[src/rtl/conv_engine.sv]
`default_nettype none
// ============================================================================
// Module      : conv_engine
// Description : Loads a 4x4 image of 8-bit pixels, then computes the four
//               3x3 "valid" convolution results and the four 2x2 stride-2
//               convolution results with a single multiply-accumulate unit.
//               Each result is right-shifted and saturated to 8 bits. All
//               eight outputs update together on the edge that enters DONE.
// Revision    : 1.0  initial release
// ----------------------------------------------------------------------------
// Ports
//   clk        in   1   clock, rising edge
//   resetn     in   1   asynchronous active-low reset
//   pix_data   in   8   unsigned pixel, raster order
//   pix_valid  in   1   pix_data valid
//   pix_ready  out  1   pixel accepted when pix_valid & pix_ready
//   k9         in  36   3x3 kernel, tap t = 3*row+col at [4t+3:4t]
//   k4         in  16   2x2 kernel, tap t = 2*row+col at [4t+3:4t]
//   c9_rc      out  8   3x3 results, r,c in 1..2
//   c4_rc      out  8   2x2 stride-2 results, r,c in 1..2
//   busy       out  1   high during CALC9 / CALC4
//   done       out  1   single-cycle pulse when results update
// ============================================================================
module conv_engine #(
   parameter int SHIFT9 = 4,
   parameter int SHIFT4 = 2
) (
   input  logic        clk,
   input  logic        resetn,
   input  logic [7:0]  pix_data,
   input  logic        pix_valid,
   output logic        pix_ready,
   input  logic [35:0] k9,
   input  logic [15:0] k4,
   output logic [7:0]  c9_11,
   output logic [7:0]  c9_12,
   output logic [7:0]  c9_21,
   output logic [7:0]  c9_22,
   output logic [7:0]  c4_11,
   output logic [7:0]  c4_12,
   output logic [7:0]  c4_21,
   output logic [7:0]  c4_22,
   output logic        busy,
   output logic        done
);

   typedef enum logic [2:0] {
      S_IDLE  = 3'd0,
      S_LOAD  = 3'd1,
      S_CALC9 = 3'd2,
      S_CALC4 = 3'd3,
      S_DONE  = 3'd4
   } state_t;

   state_t      r_state;
   state_t      w_state_next;

   logic [7:0]  r_pix [16];
   logic [3:0]  r_pix_cnt;
   logic [35:0] r_k9;
   logic [15:0] r_k4;
   // Tap row/column and output index of the current MAC step
   logic [1:0]  r_ti;
   logic [1:0]  r_tj;
   logic [1:0]  r_oi;
   logic [15:0] r_acc [8];
   logic [7:0]  r_res [8];

   logic        w_accept;
   logic        w_mac_en;
   logic [1:0]  w_tap_max;
   logic        w_last_tap;
   logic        w_phase_end;
   logic        w_load_res;
   logic [1:0]  w_row;
   logic [1:0]  w_col;
   logic [3:0]  w_tap9;
   logic [3:0]  w_coef;
   logic [2:0]  w_sel;
   logic [7:0]  w_pix;
   logic [11:0] w_prod;
   logic [15:0] w_sum [8];
   logic [7:0]  w_res_next [8];

   assign pix_ready = (r_state == S_IDLE) || (r_state == S_LOAD);
   assign busy      = (r_state == S_CALC9) || (r_state == S_CALC4);
   assign done      = (r_state == S_DONE);
   assign w_accept  = pix_valid & pix_ready;
   assign w_mac_en  = busy;

   // Operand selection for the current MAC step
   always_comb begin
      w_tap_max = (r_state == S_CALC4) ? 2'd1 : 2'd2;
      w_tap9    = ({2'b00, r_ti} * 4'd3) + {2'b00, r_tj};
      if (r_state == S_CALC4) begin
         // Stride-2 window: top-left corner at (2*out_row, 2*out_col)
         w_row  = {r_oi[1], r_ti[0]};
         w_col  = {r_oi[0], r_tj[0]};
         w_coef = r_k4[{r_ti[0], r_tj[0], 2'b00} +: 4];
         w_sel  = {1'b1, r_oi};
      end else begin
         w_row  = {1'b0, r_oi[1]} + r_ti;
         w_col  = {1'b0, r_oi[0]} + r_tj;
         w_coef = r_k9[{w_tap9, 2'b00} +: 4];
         w_sel  = {1'b0, r_oi};
      end
      w_last_tap  = (r_ti == w_tap_max) && (r_tj == w_tap_max);
      w_phase_end = w_last_tap && (r_oi == 2'd3);
      w_pix       = r_pix[{w_row, w_col}];
      w_prod      = {4'b0000, w_pix} * {8'b0000_0000, w_coef};
      w_load_res  = (r_state == S_CALC4) && w_phase_end;
   end

   always_comb begin
      w_state_next = r_state;
      case (r_state)
         S_IDLE:  if (w_accept) w_state_next = S_LOAD;
         S_LOAD:  if (w_accept && (r_pix_cnt == 4'd15)) w_state_next = S_CALC9;
         S_CALC9: if (w_phase_end) w_state_next = S_CALC4;
         S_CALC4: if (w_phase_end) w_state_next = S_DONE;
         S_DONE:  w_state_next = S_IDLE;
         default: w_state_next = S_IDLE;
      endcase
   end

   // Accumulator update, scaling and saturation. The sum includes the MAC
   // being performed this cycle so the final tap of c4_22 lands directly in
   // the result registers on the edge entering DONE.
   for (genvar g = 0; g < 8; g++) begin : g_res
      localparam int c_shift = (g < 4) ? SHIFT9 : SHIFT4;
      logic [15:0] w_shifted;
      assign w_sum[g]      = r_acc[g] + ((w_sel == 3'(g)) ? {4'b0000, w_prod} : 16'd0);
      assign w_shifted     = w_sum[g] >> c_shift;
      assign w_res_next[g] = (|w_shifted[15:8]) ? 8'hFF : w_shifted[7:0];
   end

   always_ff @(posedge clk or negedge resetn) begin
      if (!resetn) begin
         r_state   <= S_IDLE;
         r_pix_cnt <= '0;
         r_k9      <= '0;
         r_k4      <= '0;
         r_ti      <= '0;
         r_tj      <= '0;
         r_oi      <= '0;
         for (int i = 0; i < 16; i++) r_pix[i] <= '0;
         for (int i = 0; i < 8; i++) begin
            r_acc[i] <= '0;
            r_res[i] <= '0;
         end
      end else begin
         r_state <= w_state_next;

         if (w_accept) begin
            r_pix[r_pix_cnt] <= pix_data;
            r_pix_cnt        <= r_pix_cnt + 4'd1;
            if (r_pix_cnt == 4'd15) begin
               // Kernel snapshot: later input changes do not affect this image
               r_k9 <= k9;
               r_k4 <= k4;
               for (int i = 0; i < 8; i++) r_acc[i] <= '0;
            end
         end

         if (w_mac_en) begin
            r_acc[w_sel] <= w_sum[w_sel];
            if (r_tj == w_tap_max) begin
               r_tj <= '0;
               if (r_ti == w_tap_max) begin
                  r_ti <= '0;
                  r_oi <= r_oi + 2'd1;
               end else begin
                  r_ti <= r_ti + 2'd1;
               end
            end else begin
               r_tj <= r_tj + 2'd1;
            end
         end else begin
            r_ti <= '0;
            r_tj <= '0;
            r_oi <= '0;
         end

         if (w_load_res) begin
            for (int i = 0; i < 8; i++) r_res[i] <= w_res_next[i];
         end
      end
   end

   assign c9_11 = r_res[0];
   assign c9_12 = r_res[1];
   assign c9_21 = r_res[2];
   assign c9_22 = r_res[3];
   assign c4_11 = r_res[4];
   assign c4_12 = r_res[5];
   assign c4_21 = r_res[6];
   assign c4_22 = r_res[7];

endmodule
`default_nettype wire
[config.mk]
export PLATFORM = sky130hd
export DESIGN_NAME = conv_engine
export DESIGN_NICKNAME = d
export VERILOG_FILES = /design/src/rtl/conv_engine.sv
export SDC_FILE = /design/constraint.sdc
export NUM_CORES = 1
export LEC_CHECK = 0
export CORE_MARGIN = 1
export CORE_UTILIZATION = 45
export DETAILED_ROUTE_END_ITERATION = 10
export GPL_ROUTABILITY_DRIVEN = 0
export PLACE_DENSITY = 0.72
export SYNTH_ARGS = -nofsm -noshare
export SYNTH_HDL_FRONTEND = slang
export SYNTH_SLANG_ARGS = --single-unit
[constraint.sdc]
create_clock -name clk -period 14.65 [get_ports clk]
set_input_delay 2.1975 -clock clk [delete_from_list [all_inputs] [get_ports clk]]
set_output_delay 2.1975 -clock clk [all_outputs]
set_load 0.01 [all_outputs]
; ---- Yosys cells after proc, flatten, opt, wreduce, memory -nomap -nowiden
; Index checks and enable logic that the tools add are counted.
; W data, S select, Z words.
[word_totals]
memories = 0
out_inout_bits = 67
latch_bits = 0
wordCells = 158
ramBits = 0
romBits = 0
inputBits = 63
regBits = 385
[classes]
div_mod_pow = 0
n_bitwise = 4
multipliers = 2
n_shift = 2
addsub = 15
n_eq_ne = 21
n_reduce_logical = 21
muxes = 49
magnitude_cmp = 5
[ops]
columns = cell, n
row1 = $mux W128, 3
row2 = $bwmux W128, 2
row3 = $add A16 B12 Y16, 8
row4 = $mux W12, 8
row5 = $mux W8, 11
row6 = $bmux W16 S3, 1
row7 = $demux W16 S3, 1
row8 = $mux W16, 3
row9 = $shiftx A36 B7 Y4, 1
row10 = $bmux W8 S4, 1
row11 = $demux W8 S4, 1
row12 = $reduce_or A6 Y1, 4
row13 = $mux W2, 11
row14 = $reduce_or A4 Y1, 4
row15 = $shiftx A16 B5 Y4, 1
row16 = $eq A3 B3 Y1 const B, 5
row17 = $mux W3, 5
row18 = $eq A3 B2 Y1 const B, 4
row19 = $mul A8 B4 Y12, 1
row20 = $pmux W3 S4, 1
row21 = $ge A5 B5 Y1 const B, 2
row22 = $not A4 Y5, 2
row23 = $add A2 B1 Y2 const B, 3
row24 = $eq A3 B1 Y1 const B, 2
row25 = 20 further kinds, 34

; ---- Logic depth before layout (Yosys ltp)
[logic_depth]
ltp_word = 14
ltp_mapped = 37
mapped_depth_nobuf = 32

; ---- Least setup slack after synthesis
; OpenSTA, ideal clock, no wires.
[synth_timing]
path_kind = register -> register
start = register r_ti[1]
end = register r_acc[108] (netlist name)
t_arrival_ns = 7.920
setup_time_ns = 0.130
synth_period_minus_slack_ns = 8.050
n_path_buf = 2
stages_incl_launch_ff = 33
slack_ns = 6.600
path_cell_list = dfrtp_1 > fa_1 > ha_1 > fa_1 > clkbuf_1 > nor4b_1 > a21oi_1 > a21oi_1 > nand2_1 > fa_1 > inv_1 > fa_1 > ha_1 > a21o_1 > a21oi_1 > o21bai_1 > a21oi_1 > o21ai_0 > a21o_1 > a21oi_1 > xor2_1 > nor2_1 > ha_1 > clkbuf_1 > nor3_1 > o21ai_0 > and4b_1 > or4_1 > a41oi_1 > nand4_1 > a211o_1 > nor4b_4 > o21ai_1
[synth_via]
elab_chain_len = 14
elab_cells_between_ends = 32
classes_between = 10 x add/sub / 2 x mul / 1 x shift / 18 x mux / 1 x bitwise
[synth_lines]
columns = element, line
row1 = "start, declared", 63  ; logic [1:0] r_ti;
row2 = "start signal, assigned", 173  ; r_ti <= r_ti + 2'd1;
row3 = branches (longest 6 deep; another with $mul A2 B2 Y4), --
row4 = $mul A8 B4 Y12 *, 110  ; w_prod = {4'b0000, w_pix} * {8'b0000_0000, w_coef};
row5 = $mux W12, 132  ; assign w_sum[g] = r_acc[g] + ((w_sel == 3'(g)) ? {4'b0000, w_prod} : 16'd0);
row6 = $add A16 B12 Y16, 132
row7 = $bmux W16 S3 *, 166  ; r_acc[w_sel] <= w_sum[w_sel];
row8 = $mux W16 (implied by the code) * (2 in a row), 166
row9 = $bwmux W128 *, 166
row10 = $mux W128 *, 165  ; if (w_mac_en) begin
row11 = "end signal, assigned by index", 166
row12 = "end, declared", 66  ; logic [15:0] r_acc [8];
; Mark *: on every way between the ends. The select of a mux whose other input is x is not followed.
; A chain may end at the register's enable or synchronous reset.

; ---- Worst setup path after layout
[layout_timing]
start = register r_ti[0]
end = register r_res, in the netlist c9_22[1]
[layout_via]
elab_chain_len = 11
elab_cells_between_ends = 20
classes_between = 3 x add/sub / 2 x mul / 1 x eq/ne / 2 x shift / 7 x mux / 1 x bitwise / 4 x reduce/logical
[layout_lines]
columns = element, line
row1 = branches (longest 11 deep; another with $add A16 B12 Y16), --
row2 = "end signal, assigned by index", 149  ; r_res[i] <= '0;
row3 = "end, declared", 67  ; logic [7:0] r_res [8];
; Parallel ways; which one is timed is not known. The select of a mux whose other input is x is not followed.

==> tab_implementation.tex <==
\begin{tabular}{lr}
\hline
Metric & Value \\
\hline
\multicolumn{2}{l}{\textbf{Status}} \\
Status & finished, final reports clean \\
\multicolumn{2}{l}{\textbf{Clocking}} \\
TritonCTS clock tree & done \\
CTS resizes & 0 \\
CTS Buffer Depth & 3 \\
CTS clk-pin slew, worst paths & about 0.060 ns \\
Cell at the root of the clock tree & clkbuf\_16 \\
H-tree depth reported by CTS & 2 \\
Cts-stage hold buffer count & 0 \\
Number of setup buffers added after CTS & 0 \\
TritonCTS Buffers & 44 \\
Worst-skew pair later-pin latency & 0.61 ns \\
Number of clock sinks seen by CTS & 385 \\
\multicolumn{2}{l}{\textbf{Critical path}} \\
Reg-to-reg setup timing slack & 5.11 ns \\
Arrival time at the worst endpoint & 9.98 ns \\
Critical path's most frequent cell & a21oi\_1 \\
Endpoint of the worst-slack reg-to-reg timing path & c9\_22[1] \\
CP max-delay cell & nor4b\_1 \\
Worst EP required & 15.09 ns \\
Type of element capturing the critical path & flip-flop \\
FF-to-FF Start & r\_ti[0] \\
CP startpoint kind & flip-flop \\
Family with the most delay on the worst path & compound AO/OA/AOI/OAI gates \\
Critical Setup Path Class & reg -> reg \\
Length in cells of the worst reg-to-reg path & 30 \\
Number of buffers and inverters on the critical path & 2 \\
Maximum fanout count along the critical path & 12 \\
Maximum single-stage delay on the critical path & 0.67 ns \\
\multicolumn{2}{l}{\textbf{Min path}} \\
Worst Hold Launch & r\_k9[15] \\
Endpoint of the worst hold-timing path & r\_k9[15] \\
Worst hold path class & reg -> reg \\
Hold Path Depth & 2 \\
\multicolumn{2}{l}{\textbf{Logic synthesis}} \\
EDFF count, synth & 0 \\
Distinct cell type count of the synthesized netlist & 83 \\
Cell area after synthesis & 23800 sq um \\
Proportion of synthesized chip area in sequential cells & $\sim$40\% \\
Gate count of the mapped netlist & approximately 2600 \\
Post-Synthesis Net Count & around 2800 \\
Synthesized area per cell & 9.24 sq um \\
Number of synthesized register bits & around 390 \\
Synthesis Warnings & 0 \\
Dominant register cell in the synthesized netlist & dfrtp\_1 \\
Async set-reset flop share out of synthesis & 100\% \\
\multicolumn{2}{l}{\textbf{Finish}} \\
Antenna Cells & 0 \\
Layout net count & roughly 2900 \\
Ratio of cells with drive above 1 in the final layout & roughly a tenth \\
Area Overhead vs Synth & 14.6\% \\
\multicolumn{2}{l}{\textbf{Run}} \\
Max\_cap viols & 0 \\
\multicolumn{2}{l}{\textbf{Floorplanning}} \\
Vertical extent of the die & approximately 230 um \\
Boundary pin count & 130 \\
Floorplan die width & 232 um \\
Std cell rows & 83 \\
Core region area & between 50000 and 60000 sq um \\
Die Footprint & 53800 sq um \\
Starting density of the core & 45.9\% \\
\multicolumn{2}{l}{\textbf{STA}} \\
Accumulated negative setup slack & 0 ns \\
Worst max-slew margin expressed relative to the limit & 7.85\% \\
Final period util & between 60\% and 70\% \\
Actual transition at the worst max-transition pin & around 1.4 ns \\
Unrepaired setup endpoints after global routing & false \\
F\_max & 0.105 GHz \\
Slew Viols, Final & 0 \\
Number of setup violations in the final report & 0 \\
Post-Route Skew & 0.0348 ns \\
Final Hold Vio Count & 0 \\
Min cycle time layout & 9.54 ns \\
\multicolumn{2}{l}{\textbf{Detailed routing}} \\
Post-route antenna net violation count & 0 \\
Detailed-route via count & 20800 \\
Drt drc & 0 \\
First drt pass iteration count & 6 \\
Wire length after detailed routing & 73000 um \\
DR iter-0 viols & 2326 \\
DR vias/cell & 6.18 \\
Wire per inst & 21.7 um \\
\multicolumn{2}{l}{\textbf{Global routing}} \\
Number of global-route vias before repair & 20300 \\
Global-route congestion overflow total & 0 \\
Total global routing track utilization & 27.2\% \\
Antenna violations before repair & 2 \\
Largest net degree at the start of global routing & 151 \\
First-pass GRT wire length & 114000 um \\
\multicolumn{2}{l}{\textbf{Placement}} \\
DP HPWL & just over 50000 um \\
Port-buffer cells & 129 \\
\hline
\end{tabular}
worst max path at each step:
stage	start	to	slack, ns	depth (start not counted)
after floorplan	r_ti[1]	r_acc[108]	6.60	32
after global placement	r_ti[0]	c9_22[5]	5.41	30
after detailed placement	r_ti[0]	c9_22[2]	5.32	30
after CTS	r_ti[0]	c9_22[2]	5.22	30
after global routing	r_ti[0]	c9_22[1]	4.44	30
final	r_ti[0]	c9_22[1]	5.11	30
per-layer routing:
| layer | GRT usage, % | wire length, um | up-vias |
|---|---|---|---|
| met3 | 4.73 | 6020 | 245 |
| li1 | - | - | 9338 |
| met2 | 42.2 | 32900 | 1058 |
| met1 | 35.8 | 29900 | 10100 |
| met4 | 15.2 | 4190 | 0 |
| met5 | 0 | 0 | - |
worst register-to-register path, delay by kind of cell, from the launching register on:
kind                     cells  cell delay (ns)
adder cells (fa/ha/maj)      7             3.01
buffers and inverters        2             0.30
AND/OR/NAND/NOR              5             1.66
XOR/XNOR                     2             0.35
AO/OA/AOI/OAI               14             3.44
flip-flops                   1             0.65
cells in the mapped netlist, drive strengths merged (5+ instances only):
master / instances / area (sq um)
a2111o: 5 / 56.3
a2111oi: 5 / 43.8
a211o: 6 / 52.6
a211oi: 54 / 410
a21o: 38 / 285
a21oi: 133 / 666
a221oi: 6 / 52.6
a22o: 31 / 272
a22oi: 5 / 37.5
a311oi: 17 / 149
a31oi: 31 / 194
and2: 74 / 463
and3: 30 / 188
buf: 22 / 100
clkbuf: 109 / 410
dfrtp: 385 / 9630
fa: 22 / 440
ha: 125 / 1560
inv: 67 / 251
mux2: 123 / 1390
mux2i: 9 / 90.1
mux4: 14 / 315
nand2: 446 / 1680
nand2b: 22 / 138
nand3: 95 / 475
nand4: 12 / 75.1
nor2: 177 / 664
nor2b: 30 / 188
nor3: 35 / 175
nor3b: 6 / 45.0
o2111ai: 8 / 70.1
o211ai: 15 / 113
o21a: 15 / 113
o21ai: 129 / 646
o21bai: 8 / 60.1
o22a: 50 / 438
o22ai: 8 / 50.1
o31a: 7 / 61.3
o31ai: 15 / 118
o32a: 11 / 110
or3: 10 / 62.6
or4: 5 / 37.5
xnor2: 73 / 639
xor2: 38 / 333
placed cells by master, fill, tap and decap left out, types with 34 or more instances in the layout:
master and instances:
nand2_1 444, dfrtp_1 385, nor2_1 177, a21oi_1 131, clkdlybuf4s50_1 128, ha_1 125, mux2_2 123, o21ai_0 121
nand3_1 94, and2_1 73, xnor2_1 70, inv_1 66, a211oi_1 53, o22a_1 50, clkbuf_16 44, a21o_1 38
xor2_1 37, nor3_1 34
metrics by stage:
stage	util (%)	cell area, sq um	setup WS [ns]	instances	hold WS, ns
floorplan	-	23800	6.60	2576	0.440
global placement	49.7	25700	5.41	3279	0.454
detailed placement	49.7	25700	5.32	3279	0.457
CTS	52.6	27300	5.22	3361	0.472
global route	52.6	27300	4.44	3361	0.487
finish	52.6	27300	5.11	3361	0.473
sequential cells by signal, indices dropped and copies added (netlist names):
signal / flops
r_oi: 2
c9_21: 8
c9_11: 8
c4_21: 8
r_state: 3
r_tj: 2
c4_22: 8
r_pix: 128
r_pix_cnt: 4
c9_12: 8
r_k4: 16
r_ti: 2
r_k9: 36
r_acc: 128
c9_22: 8
c4_11: 8
c4_12: 8
final cells by class:
cell class / count / area [sq um]
fill: 4536 / 24500
multi-input combinational: 1992 / 13500
sequential: 385 / 9630
timing repair buffer: 154 / 1500
clock buffer: 60 / 1260
tap: 680 / 851
clock inverter: 22 / 280
inverter: 68 / 255
cell families after synthesis:
logic type               after synthesis  share of synthesized area (%)
flip-flops                           385                           40.5
buffers and inverters                199                           3.22
multiplexers                         146                           7.52
adder cells (fa/ha/maj)              147                           8.42
AND/OR/NAND/NOR                      961                           18.3
XOR/XNOR                             111                           4.08
AO/OA/AOI/OAI                        627                           18.0
Power is not shown: default switching activity piles up to over one toggle a cycle in this logic, so the estimate is an artifact.
